**config.mk**
```make
export PLATFORM = sky130hd
export DESIGN_NAME = pipeline_hazard_ctrl_flat
export DESIGN_NICKNAME = d
export VERILOG_FILES = /design/src/rtl/pipeline_hazard_ctrl_if.sv /design/src/rtl/pipeline_hazard_ctrl.sv /design/src/flat_wrapper.sv
export SDC_FILE = /design/constraint.sdc
export NUM_CORES = 1
export LEC_CHECK = 0
export BUFFER_PORTS_ARGS = -buffer_cell sky130_fd_sc_hd__buf_2
export CAP_MARGIN = 20
export CORE_UTILIZATION = 41
export DETAILED_ROUTE_END_ITERATION = 10
export PLACE_DENSITY = 0.79
export SLEW_MARGIN = 5
export SYNTH_ARGS = -nofsm -noshare
export SYNTH_HDL_FRONTEND = slang
export SYNTH_SLANG_ARGS = --single-unit
```
**constraint.sdc**
```tcl
create_clock -name clk -period 1.93 [get_ports clk]
set_input_delay 0.0965 -clock clk [delete_from_list [all_inputs] [get_ports clk]]
set_output_delay 0.0965 -clock clk [all_outputs]
set_load 0.02 [all_outputs]
```
**src/rtl/pipeline_hazard_ctrl_if.sv**
```systemverilog
// Hazard controller bundle: ID/EX/MEM/WB register-usage inputs and the stall/flush/forward controls.
// The master side is the pipeline datapath and the slave side is the hazard controller.
interface pipeline_hazard_ctrl_if;
  logic [4:0] id_rs1;
  logic [4:0] id_rs2;
  logic       id_re1;
  logic       id_re2;
  logic [4:0] ex_wR;
  logic       ex_we_rf;
  logic [2:0] ex_wd_sel;
  logic [4:0] mem_wR;
  logic       mem_we_rf;
  logic [4:0] wb_wR;
  logic       wb_we_rf;
  logic       ex_br_taken;
  logic       stall_pc;
  logic       stall_if_id;
  logic       stall;
  logic       flush_if_id;
  logic [1:0] fwd_a;
  logic [1:0] fwd_b;
  logic [2:0] busy_cnt;

  modport master (
    output id_rs1, id_rs2, id_re1, id_re2, ex_wR, ex_we_rf, ex_wd_sel,
           mem_wR, mem_we_rf, wb_wR, wb_we_rf, ex_br_taken,
    input  stall_pc, stall_if_id, stall, flush_if_id, fwd_a, fwd_b, busy_cnt
  );

  modport slave (
    input  id_rs1, id_rs2, id_re1, id_re2, ex_wR, ex_we_rf, ex_wd_sel,
           mem_wR, mem_we_rf, wb_wR, wb_we_rf, ex_br_taken,
    output stall_pc, stall_if_id, stall, flush_if_id, fwd_a, fwd_b, busy_cnt
  );
endinterface

```
**src/rtl/pipeline_hazard_ctrl.sv**
```systemverilog
// 5-stage pipeline hazard scheduler: operand forwarding, load-use stalls and taken-branch flush.
// Optional HAZARD_PERF_CNT_EN adds saturating stall/flush event counters.
module pipeline_hazard_ctrl #(
    parameter int unsigned LOAD_STALL_CYC = 1,
    parameter logic [2:0]  WD_SEL_DRAM    = 3'd1
) (
    input  logic                 clk,
    input  logic                 rst,
    pipeline_hazard_ctrl_if.slave hz
`ifdef HAZARD_PERF_CNT_EN
    ,
    output logic [31:0]          stall_events,
    output logic [31:0]          flush_events
`endif
);

    typedef enum logic {IDLE, LSTALL} state_t;

    localparam logic [2:0] STALL_INIT = 3'(LOAD_STALL_CYC - 1);

    state_t          state;
    logic [2:0]      cnt_q;
    logic [1:0][4:0] rs;
    logic [1:0]      re;
    logic [1:0][1:0] fwd_sel;
    logic [1:0]      ex_hit;
    logic            ex_load;
    logic            load_use;

    assign rs      = {hz.id_rs2, hz.id_rs1};
    assign re      = {hz.id_re2, hz.id_re1};
    assign ex_load = (hz.ex_wd_sel == WD_SEL_DRAM);

    // One match/priority slice per source operand; x0 never matches.
    for (genvar i = 0; i < 2; i++) begin : g_op
        logic used, hit_ex, hit_mem, hit_wb;
        assign used    = re[i] & (rs[i] != 5'd0);
        assign hit_ex  = used & hz.ex_we_rf  & (hz.ex_wR  == rs[i]);
        assign hit_mem = used & hz.mem_we_rf & (hz.mem_wR == rs[i]);
        assign hit_wb  = used & hz.wb_we_rf  & (hz.wb_wR  == rs[i]);
        assign ex_hit[i]  = hit_ex;
        assign fwd_sel[i] = (hit_ex & ~ex_load) ? 2'd1 :
                            hit_mem             ? 2'd2 :
                            hit_wb              ? 2'd3 : 2'd0;
    end

    assign load_use = ex_load & (|ex_hit);

    always_comb begin
        hz.stall_pc    = 1'b0;
        hz.stall_if_id = 1'b0;
        hz.stall       = 1'b0;
        hz.flush_if_id = 1'b0;
        hz.fwd_a       = 2'd0;
        hz.fwd_b       = 2'd0;
        hz.busy_cnt    = 3'd0;
        if (!rst) begin
            hz.fwd_a    = fwd_sel[0];
            hz.fwd_b    = fwd_sel[1];
            hz.busy_cnt = cnt_q;
            // A taken branch in EX always wins: the ID instruction is wrong-path.
            if (hz.ex_br_taken) begin
                hz.flush_if_id = 1'b1;
                hz.stall       = 1'b1;
            end else if (state == LSTALL || load_use) begin
                hz.stall_pc    = 1'b1;
                hz.stall_if_id = 1'b1;
                hz.stall       = 1'b1;
            end
        end
    end

    always_ff @(posedge clk) begin
        if (rst) begin
            state <= IDLE;
            cnt_q <= 3'd0;
        end else begin
            case (state)
                IDLE: begin
                    if (!hz.ex_br_taken && load_use && LOAD_STALL_CYC > 1) begin
                        state <= LSTALL;
                        cnt_q <= STALL_INIT;
                    end
                end
                LSTALL: begin
                    if (hz.ex_br_taken || cnt_q <= 3'd1) begin
                        state <= IDLE;
                        cnt_q <= 3'd0;
                    end else begin
                        cnt_q <= cnt_q - 3'd1;
                    end
                end
                default: begin
                    state <= IDLE;
                    cnt_q <= 3'd0;
                end
            endcase
        end
    end

`ifdef HAZARD_PERF_CNT_EN
    // Branch bubbles also raise stall; only load-caused stall cycles count here.
    always_ff @(posedge clk) begin
        if (rst) begin
            stall_events <= 32'd0;
            flush_events <= 32'd0;
        end else begin
            if (hz.stall && !hz.flush_if_id && stall_events != 32'hFFFF_FFFF)
                stall_events <= stall_events + 32'd1;
            if (hz.flush_if_id && flush_events != 32'hFFFF_FFFF)
                flush_events <= flush_events + 32'd1;
        end
    end
`endif

endmodule

```
**src/flat_wrapper.sv**
```systemverilog
// flat-port wrapper written by rule: the top's interface ports become plain ports
module pipeline_hazard_ctrl_flat 
#(
    parameter int unsigned LOAD_STALL_CYC = 1,
    parameter logic [2:0]  WD_SEL_DRAM    = 3'd1
)
  (clk, rst, hz_id_rs1, hz_id_rs2, hz_id_re1, hz_id_re2, hz_ex_wR, hz_ex_we_rf, hz_ex_wd_sel, hz_mem_wR, hz_mem_we_rf, hz_wb_wR, hz_wb_we_rf, hz_ex_br_taken, hz_stall_pc, hz_stall_if_id, hz_stall, hz_flush_if_id, hz_fwd_a, hz_fwd_b, hz_busy_cnt);
  pipeline_hazard_ctrl_if hz_i ();
  input  logic clk;
  input  logic rst;
  input wire logic [$bits(hz_i.id_rs1)-1:0] hz_id_rs1;
  input wire logic [$bits(hz_i.id_rs2)-1:0] hz_id_rs2;
  input wire logic [$bits(hz_i.id_re1)-1:0] hz_id_re1;
  input wire logic [$bits(hz_i.id_re2)-1:0] hz_id_re2;
  input wire logic [$bits(hz_i.ex_wR)-1:0] hz_ex_wR;
  input wire logic [$bits(hz_i.ex_we_rf)-1:0] hz_ex_we_rf;
  input wire logic [$bits(hz_i.ex_wd_sel)-1:0] hz_ex_wd_sel;
  input wire logic [$bits(hz_i.mem_wR)-1:0] hz_mem_wR;
  input wire logic [$bits(hz_i.mem_we_rf)-1:0] hz_mem_we_rf;
  input wire logic [$bits(hz_i.wb_wR)-1:0] hz_wb_wR;
  input wire logic [$bits(hz_i.wb_we_rf)-1:0] hz_wb_we_rf;
  input wire logic [$bits(hz_i.ex_br_taken)-1:0] hz_ex_br_taken;
  output wire logic [$bits(hz_i.stall_pc)-1:0] hz_stall_pc;
  output wire logic [$bits(hz_i.stall_if_id)-1:0] hz_stall_if_id;
  output wire logic [$bits(hz_i.stall)-1:0] hz_stall;
  output wire logic [$bits(hz_i.flush_if_id)-1:0] hz_flush_if_id;
  output wire logic [$bits(hz_i.fwd_a)-1:0] hz_fwd_a;
  output wire logic [$bits(hz_i.fwd_b)-1:0] hz_fwd_b;
  output wire logic [$bits(hz_i.busy_cnt)-1:0] hz_busy_cnt;
  assign hz_i.id_rs1 = hz_id_rs1;
  assign hz_i.id_rs2 = hz_id_rs2;
  assign hz_i.id_re1 = hz_id_re1;
  assign hz_i.id_re2 = hz_id_re2;
  assign hz_i.ex_wR = hz_ex_wR;
  assign hz_i.ex_we_rf = hz_ex_we_rf;
  assign hz_i.ex_wd_sel = hz_ex_wd_sel;
  assign hz_i.mem_wR = hz_mem_wR;
  assign hz_i.mem_we_rf = hz_mem_we_rf;
  assign hz_i.wb_wR = hz_wb_wR;
  assign hz_i.wb_we_rf = hz_wb_we_rf;
  assign hz_i.ex_br_taken = hz_ex_br_taken;
  assign hz_stall_pc = hz_i.stall_pc;
  assign hz_stall_if_id = hz_i.stall_if_id;
  assign hz_stall = hz_i.stall;
  assign hz_flush_if_id = hz_i.flush_if_id;
  assign hz_fwd_a = hz_i.fwd_a;
  assign hz_fwd_b = hz_i.fwd_b;
  assign hz_busy_cnt = hz_i.busy_cnt;
  pipeline_hazard_ctrl #(.LOAD_STALL_CYC(LOAD_STALL_CYC), .WD_SEL_DRAM(WD_SEL_DRAM)) u_core (.clk(clk), .rst(rst), .hz(hz_i));
endmodule
```
==> flow_summary_export.csv, run 1 <==
group,metric,value,unit
run_status,status,"finished, violations left",
run_status,violations,"DRC",
synthesis,synth_cells,95,
finish,layout_commonest_cell,"buf_2",
cts,htree_num_levels,1,
floorplan,placementRows,14,
run,maxCapViolations,0,
setup_path,max_stage_delay,550,ps
setup_path,crit_arrival,1550,ps
worst_hold_path,hp-start,"rst",
floorplan,fp.coreArea,1560,µm²
setup_path,critical_path_buf_inv_count,2,
detailed_routing,wl_met1,872,µm
timing,holdWs,191,ps
detailed_routing,drtIter0Drc,37,
setup_path,crit-reg2reg-launch,"u_core.cnt_q[1]",
detailed_routing,dr.pass1.iters,7,
cts,cts_buffer_depth,2,
finish,fillers,156,
global_routing,grt_pass1_vias,729,
timing,tns,0,ps
synthesis,syn-num-nets,133,
floorplan,die_h,43.3,µm
setup_path,crit_start,"hz_id_rs2[0]",
floorplan,start_util,44.9,%
synthesis,synth_area_per_cell,7.38,µm²
floorplan,io_pins,47,
cts,tritoncts,"built",
synthesis,synth_cell_types,28,
cts,numCtsBuffers,3,
setup_path,cp-start-kind,"input pin",
worst_hold_path,min_path_type,"input pin to flop",
synthesis,seq_area_frac_synth,11.4,%
timing,finalHoldViolCount,0,
finish,area_delta_synth_final,37.3,%
global_routing,antenna_found_initial,0,
floorplan,die_width,43.3,µm
setup_path,cp_max_fo,4,
cts,holdBufCountCts,0,
global_routing,grt_pass1_wl,3.11,mm
placed_design,io_buffers,46,
timing,rsz0062_at_grt,"no",
finish,diodes,0,
detailed_routing,wl_met3,113,µm
finish,multi_input_area,594,µm²
timing,fmax,607,MHz
setup_path,crit_type,"input pin to primary output",
finish,final_cell_mix,"buf_2 (46), xnor2_1 (26), nor2_1 (10), nand2_1 (8)",
finish,nNetsFinal,182,
detailed_routing,vias_per_cell,5.28,
synthesis,yosysWarningCount,0,
synthesis,synth_area,701,µm²
placed_design,dp_hpwl,1.73,mm
detailed_routing,drt_wl_total,1.97,mm
detailed_routing,drc,5,
setup_path,critPathSlowestCell,"or4_1",
pwr,power.leakage,0.000421,µW
setup_path,crit_required,1830,ps
synthesis,synth_seq_cells,4,
timing,layout_min_cycle_time,1650,ps
cts,cts.clk_slew.worst_paths,30,ps
placed_design,gp_congestion,0.875,
detailed_routing,dr.max_layer_used,"met4",
cts,postCtsSetupBuffers,0,
detailed_routing,antenna_left,0,
cts,cts_resized,0,
setup_path,crit_family,"simple AND/OR/NAND/NOR gates",
pwr,irDropWorstVdd,408,µV
timing,fin_crit_sh,85.4,%
global_routing,grt_max_degree,15,
timing,tightestPinTransition,335,ps
timing,clock_skew,1.09,ps
pwr,powerDensity,351,nW/µm²
finish,drive_above_1_share,37.3,%
setup_path,crit_top_cell,"buf_2",
cts,insertion_delay,230,ps
detailed_routing,via_count,835,
setup_path,end_kind,"primary output",
floorplan,die_area,1880,µm²
global_routing,grt_usage,21.6,%
timing,slew_violations,0,
timing,slew_headroom,77.5,%
cts,ctsRootBufferMaster,"clkbuf_4",
global_routing,overflow,0,
cts,cts.sinks,4,
finish,final-seq-area,80.1,µm²
setup_path,path_cells,"buf_2 > or4_1 > o21ai_2 > nor3_1 > nand2b_1 > a21oi_1 > buf_2",
detailed_routing,met2_length,973,µm
timing,setup_viol,0,
detailed_routing,wire_per_inst,12.4,µm
-- Yosys cell counts --
cell | number | area share, %
a21oi_1 | 5 | 3.6
nor3_2 | 1 | 1.4
nor2b_1 | 1 | 0.89
ha_1 | 2 | 3.6
o21bai_1 | 3 | 3.2
a211o_1 | 1 | 1.3
a21o_1 | 1 | 1.1
nand2_1 | 8 | 4.3
xnor2_1 | 26 | 33
o21ai_2 | 1 | 1.3
or4_4 | 1 | 1.6
dfxtp_1 | 4 | 11
and3b_1 | 1 | 1.3
nor4_1 | 1 | 0.89
nand3_1 | 1 | 0.71
a211oi_1 | 2 | 2.1
inv_1 | 4 | 2.1
o21ai_0 | 2 | 1.4
nand4_1 | 5 | 4.5
buf_4 | 1 | 1.1
or4_1 | 1 | 1.1
nor3_1 | 5 | 3.6
nor3b_1 | 1 | 1.1
nand2b_1 | 1 | 0.89
nor2_1 | 10 | 5.4
xor2_1 | 4 | 5.0
clkbuf_1 | 1 | 0.54
o21ai_4 | 1 | 2.3
-- stage by stage --
step	utilization, %	std cells	setup WS (ps)	instance area (µm²)	power [µW]
floorplan	-	95	212	701	163
global placement	60.3	155	361	940	233
detailed placement	60.3	155	292	940	237
CTS	61.7	158	292	962	339
global route	61.7	158	176	962	363
finish	61.7	158	283	962	338
-- sequential cells by signal, indices dropped and copies added (netlist names) --
name and flops:
u_core.cnt_q 3, u_core.state 1
-- layer usage --
layer	track usage, %	up-vias
li1	-	421
met1	28.6	384
met2	38.5	28
met3	1.67	2
met4	4.38	0
met5	0	-
-- path summary, 6_finish.rpt --
check	slack, ps	to	cells past startpoint
max	280	hz_fwd_b[0]	7
min	190	u_core.cnt_q[0]	2
max reg2reg	490	u_core.cnt_q[2]	7
min reg2reg	520	u_core.cnt_q[2]	2
-- power breakdown --
group	internal (µW)	switching (µW)	total, µW	leakage [µW]
logic	76.1	78.4	155	0.000375
clock network	69.3	30.6	99.9	0.0000138
registers	83.2	0.0000000000000405	83.2	0.0000322
total	229	109	338	0.000421
-- layout make-up --
class / count / share of cell area, %
multi-input combinational: 85 / 61.8
inverter: 4 / 1.56
tap: 16 / 2.08
clock buffer: 3 / 2.34
sequential: 4 / 8.32
timing repair buffer: 46 / 23.9
-- logic make-up after synthesis --
kind of cell               share of synthesized area (%)
AOI/OAI and AO/OA                                   16.3
xor gates and xnor gates                            37.5
adders and majority gates                           3.57
buffers and inverters                               3.75
DFF                                                 11.4
and+or+nand+nor                                     27.5
No activity file was read; power rests on OpenSTA's default activity.
==> inputs of run 2 (changes only) <==
- CORE_UTILIZATION: 41 -> 43
- CTS_BUF_LIST: unset -> sky130_fd_sc_hd__clkbuf_2
- PLACE_DENSITY: 0.79 -> 0.82
==> flow_summary_export.csv, run 2 (synthesis gave the netlist of run 1 again) <==
group,metric,value,unit
floorplan,die_h,42.4,µm
cts,cts_resized,0,
floorplan,fp.coreArea,1510,µm²
cts,htree_num_levels,1,
setup_path,crit_required,1830,ps
setup_path,crit_type,"input pin to primary output",
global_routing,overflow,0,
timing,fmax,624,MHz
placed_design,dp_hpwl,1.62,mm
finish,diodes,0,
setup_path,crit_arrival,1510,ps
finish,final_cell_mix,"buf_2 (46), xnor2_1 (26), nor2_1 (10), nand2_1 (8)",
cts,cts.sinks,4,
cts,ctsRootBufferMaster,"clkbuf_2",
detailed_routing,drt_wl_total,1.82,mm
pwr,irDropWorstVdd,197,µV
floorplan,placementRows,14,
timing,tightestPinTransition,321,ps
cts,insertion_delay,200,ps
global_routing,grt_pass1_wl,3.04,mm
timing,slew_violations,0,
finish,layout_commonest_cell,"buf_2",
cts,numCtsBuffers,3,
finish,fillers,145,
placed_design,gp_congestion,0.892,
finish,reg_top3,"u_core.cnt_q (3), u_core.state (1)",
placed_design,pre_cts_slack,329,ps
detailed_routing,dr.pass1.iters,4,
worst_hold_path,min_path_type,"input pin to flop",
finish,final-instance-count-excl-fill,158,
detailed_routing,via_count,804,
timing,clock_skew,4.22,ps
finish,regMostFlops,"u_core.cnt_q",
cts,cts.clk_slew.worst_paths,40,ps
timing,fin_crit_sh,83.0,%
finish,drive_above_1_share,37.3,%
pwr,powerDensity,324,nW/µm²
timing,slew_headroom,78.5,%
cts,postCtsSetupBuffers,0,
placed_design,io_buffers,46,
floorplan,die_area,1790,µm²
timing,finalWorstSetupSlack,328,ps
detailed_routing,wire_per_inst,11.5,µm
floorplan,start_util,46.5,%
run_status,status,"finished, final reports clean",
setup_path,cp_max_fo,4,
global_routing,grt_pass1_vias,766,
global_routing,antenna_found_initial,0,
global_routing,grt_usage,21.7,%
setup_path,cp-start-kind,"input pin",
timing,layout_min_cycle_time,1600,ps
floorplan,io_pins,47,
setup_path,reg2reg_slack,450,ps
cts,tritoncts,"built",
global_routing,grt_max_degree,15,
setup_path,end_kind,"primary output",
timing,finalHoldViolCount,0,
detailed_routing,drtIter0Drc,9,
placed_design,placedCellCount,155,
timing,rsz0062_at_grt,"no",
detailed_routing,antenna_left,0,
timing,tns,0,ps
detailed_routing,vias_per_cell,5.09,
floorplan,die_width,42.4,µm
pwr,power.leakage,0.000420,µW
timing,setup_viol,0,
finish,largest_register_ffs,3,
finish,final_util,63.4,%
run,maxCapViolations,0,
cts,holdBufCountCts,0,
finish,nNetsFinal,182,
cts,cts_buffer_depth,2,
finish,area_delta_synth_final,36.3,%
detailed_routing,drc,0,
-- run 2: cell types whose count changed in the layout (fill, tap and decap cells not counted) --
cell      delta
clkbuf_2     +3
clkbuf_4     -3
-- run 2: worst paths after layout --
check / start / endpoint / depth (start not counted)
min: rst / u_core.cnt_q[2] / 2
max: hz_id_rs1[0] / hz_fwd_a[1] / 7
min reg2reg: u_core.cnt_q[2] / u_core.cnt_q[2] / 2
max reg2reg: u_core.cnt_q[1] / u_core.cnt_q[2] / 7
-- run 2: report_power, final --
part	switching, µW	internal (µW)
clock	31.8	41.7
combinational	76.8	76.1
sequential	0.0000000000000425	83.0
total	109	201
-- run 2: stage by stage --
step	total power, µW	hold slack (ps)	area [µm²]
after floorplan	163	271	701
after global placement	233	414	940
after detailed placement	237	429	940
after CTS	313	211	955
after global routing	337	210	955
final	310	220	955
-- run 2: critical path, cell delays in order --
cell and delay [ps]:
buf_2 140, or4_4 550, o21ai_4 180, nor3_2 70, o21bai_1 150, and3b_1 170
buf_2 150
-- run 2: per-layer routing --
layer	share of wire, %	global-route usage (%)	vias to the layer above
li1	-	-	418
met1	51	29.2	361
met3	4.4	3.45	0
met5	0	0	-
met2	45	35.1	25
met4	0	6.88	0
-- run 2: cell type report --
type,instances,area [µm²],area share (%)
Sequential cell,4,80.1,8.39
Tap cell,16,20.0,2.10
Inverter,4,15.0,1.57
Multi-Input combinational cell,85,594,62.3
Timing Repair Buffer,46,230,24.1
Clock buffer,3,15.0,1.57
==> inputs of run 3 (changes only) <==
- CORE_UTILIZATION: 43 -> 39
- PLACE_DENSITY: 0.82 -> 0.79
- clock period: 1.93 -> 1.35 ns (I/O delays scaled with it)
==> flow_summary_export.csv, run 3 (synthesis gave the netlist of run 1 again) <==
group,metric,value,unit
timing,finalHoldViolCount,0,
timing,fmax,650,MHz
pwr,powerDensity,424,nW/µm²
timing,setup_viol,8,
pwr,irDropWorstVdd,442,µV
floorplan,die_width,44.4,µm
finish,largest_register_ffs,3,
worst_hold_path,min_path_type,"input pin to flop",
placed_design,gp_congestion,0.860,
floorplan,start_util,44.0,%
timing,layout_min_cycle_time,1540,ps
cts,ctsRootBufferMaster,"clkbuf_2",
global_routing,grt_pass1_vias,932,
detailed_routing,vias_per_cell,5.22,
floorplan,fp.coreArea,1590,µm²
detailed_routing,antenna_left,0,
finish,stdcell_area,1250,µm²
run_status,status,"finished, violations left",
pwr,power.leakage,0.000551,µW
detailed_routing,drtIter0Drc,37,
setup_path,crit_required,1280,ps
timing,tightestPinTransition,276,ps
finish,reg_top3,"u_core.cnt_q (3), u_core.state (1)",
finish,fillers,99,
cts,cts.clk_slew.worst_paths,50,ps
finish,final_cell_mix,"buf_2 (36), xnor2_1 (22), buf_4 (18), nor2_1 (9), nand2_1 (8)",
setup_path,cp_max_fo,3,
global_routing,grt_usage,28.1,%
global_routing,grtUsageMet2,51.5,%
timing,slew_headroom,81.4,%
cts,numCtsBuffers,3,
cts,tritoncts,"built",
finish,area_delta_synth_final,78.7,%
timing,slew_violations,0,
global_routing,gr-usage-met1,32.3,%
placed_design,io_buffers,46,
cts,htree_num_levels,1,
global_routing,busiest_layer,"met2",
timing,finalWorstSetupSlack,-187,ps
finish,diodes,0,
detailed_routing,drc,0,
cts,insertion_delay,210,ps
finish,final-instance-count-excl-fill,181,
run,maxCapViolations,0,
floorplan,die_h,44.4,µm
global_routing,grt_pass1_wl,4.02,mm
global_routing,grt_max_degree,15,
global_routing,overflow,0,
run_status,violations,"setup timing",
placed_design,post_dp_cell_area,1060,µm²
floorplan,placementRows,14,
finish,layout_commonest_cell,"buf_2",
placed_design,dp_hpwl,1.92,mm
setup_path,cp-start-kind,"input pin",
setup_path,crit_type,"input pin to primary output",
finish,regMostFlops,"u_core.cnt_q",
placed_design,pre_cts_slack,-263,ps
detailed_routing,dr.pass1.iters,4,
global_routing,antenna_found_initial,0,
timing,fin_crit_sh,114,%
timing,tns,-1220,ps
placed_design,placedCellCount,176,
timing,rsz0062_at_grt,"yes",
global_routing,met3_usage,4.08,%
finish,drive_above_1_share,55.4,%
setup_path,crit_arrival,1470,ps
detailed_routing,drt_wl_total,2.68,mm
detailed_routing,via_count,944,
floorplan,die_area,1970,µm²
detailed_routing,wire_per_inst,14.8,µm
timing,clock_skew,2.32,ps
setup_path,end_kind,"primary output",
floorplan,io_pins,47,
cts,cts_buffer_depth,2,
cts,cts.sinks,4,
finish,nNetsFinal,197,
==> run 3: cell count changes in the layout (fill, tap and decap cells not counted), sizes merged <==
cell,delta
buf,+15
==> run 3: cell type report <==
cell class	instances	area [µm²]	area share [%]
Inverter	4	15.0	1.20
Multi-Input combinational cell	85	717	57.2
Sequential cell	4	81.3	6.49
Clock buffer	3	15.0	1.20
Timing Repair Buffer	61	394	31.5
Tap cell	24	30.0	2.40
==> run 3: power by group <==
part	internal, µW	total [µW]	switching, µW
Combinational	153	300	147
Sequential	118	118	0.0000000000000650
Clock	59.9	112	52.4
==> run 3: timing repair <==
action	in CTS	in global routing
resized for setup	23	13
pin swaps	17	14
setup endpoints to repair	10	9
hold buffers	0	0
setup buffers	2	0
==> run 3: final timing paths <==
path	startpoint	to	slack (ps)	cells after the start
worst max-delay path	hz_id_rs2[2]	hz_fwd_b[0]	-190	7
worst min register to register	u_core.cnt_q[2]	u_core.cnt_q[2]	560	2
worst max register to register	u_core.cnt_q[1]	u_core.cnt_q[2]	-40	7
worst min-delay path	rst	u_core.cnt_q[2]	210	2
==> run 3: metrics by stage <==
stage               power [µW]  hold slack [ps]  utilization [%]
global route               559              215             78.6
CTS                        510              183             74.5
floorplan                  234              182                -
finish                     531              206             78.6
detailed placement         368              411             66.6
global placement           359              394             66.6
==> run 3: per-layer routing <==
layer,up-vias,share of wire [%]
li1,454,-
met1,447,39
met2,39,54
met3,4,5.0
met4,0,1.2
met5,-,0
==> run 3: critical path: stages <==
cell and delay [ps]:
buf_6 90, or4_4 550, o21ai_4 220, nor3_2 80, nand2b_1 170, a21oi_2 160
buf_6 130
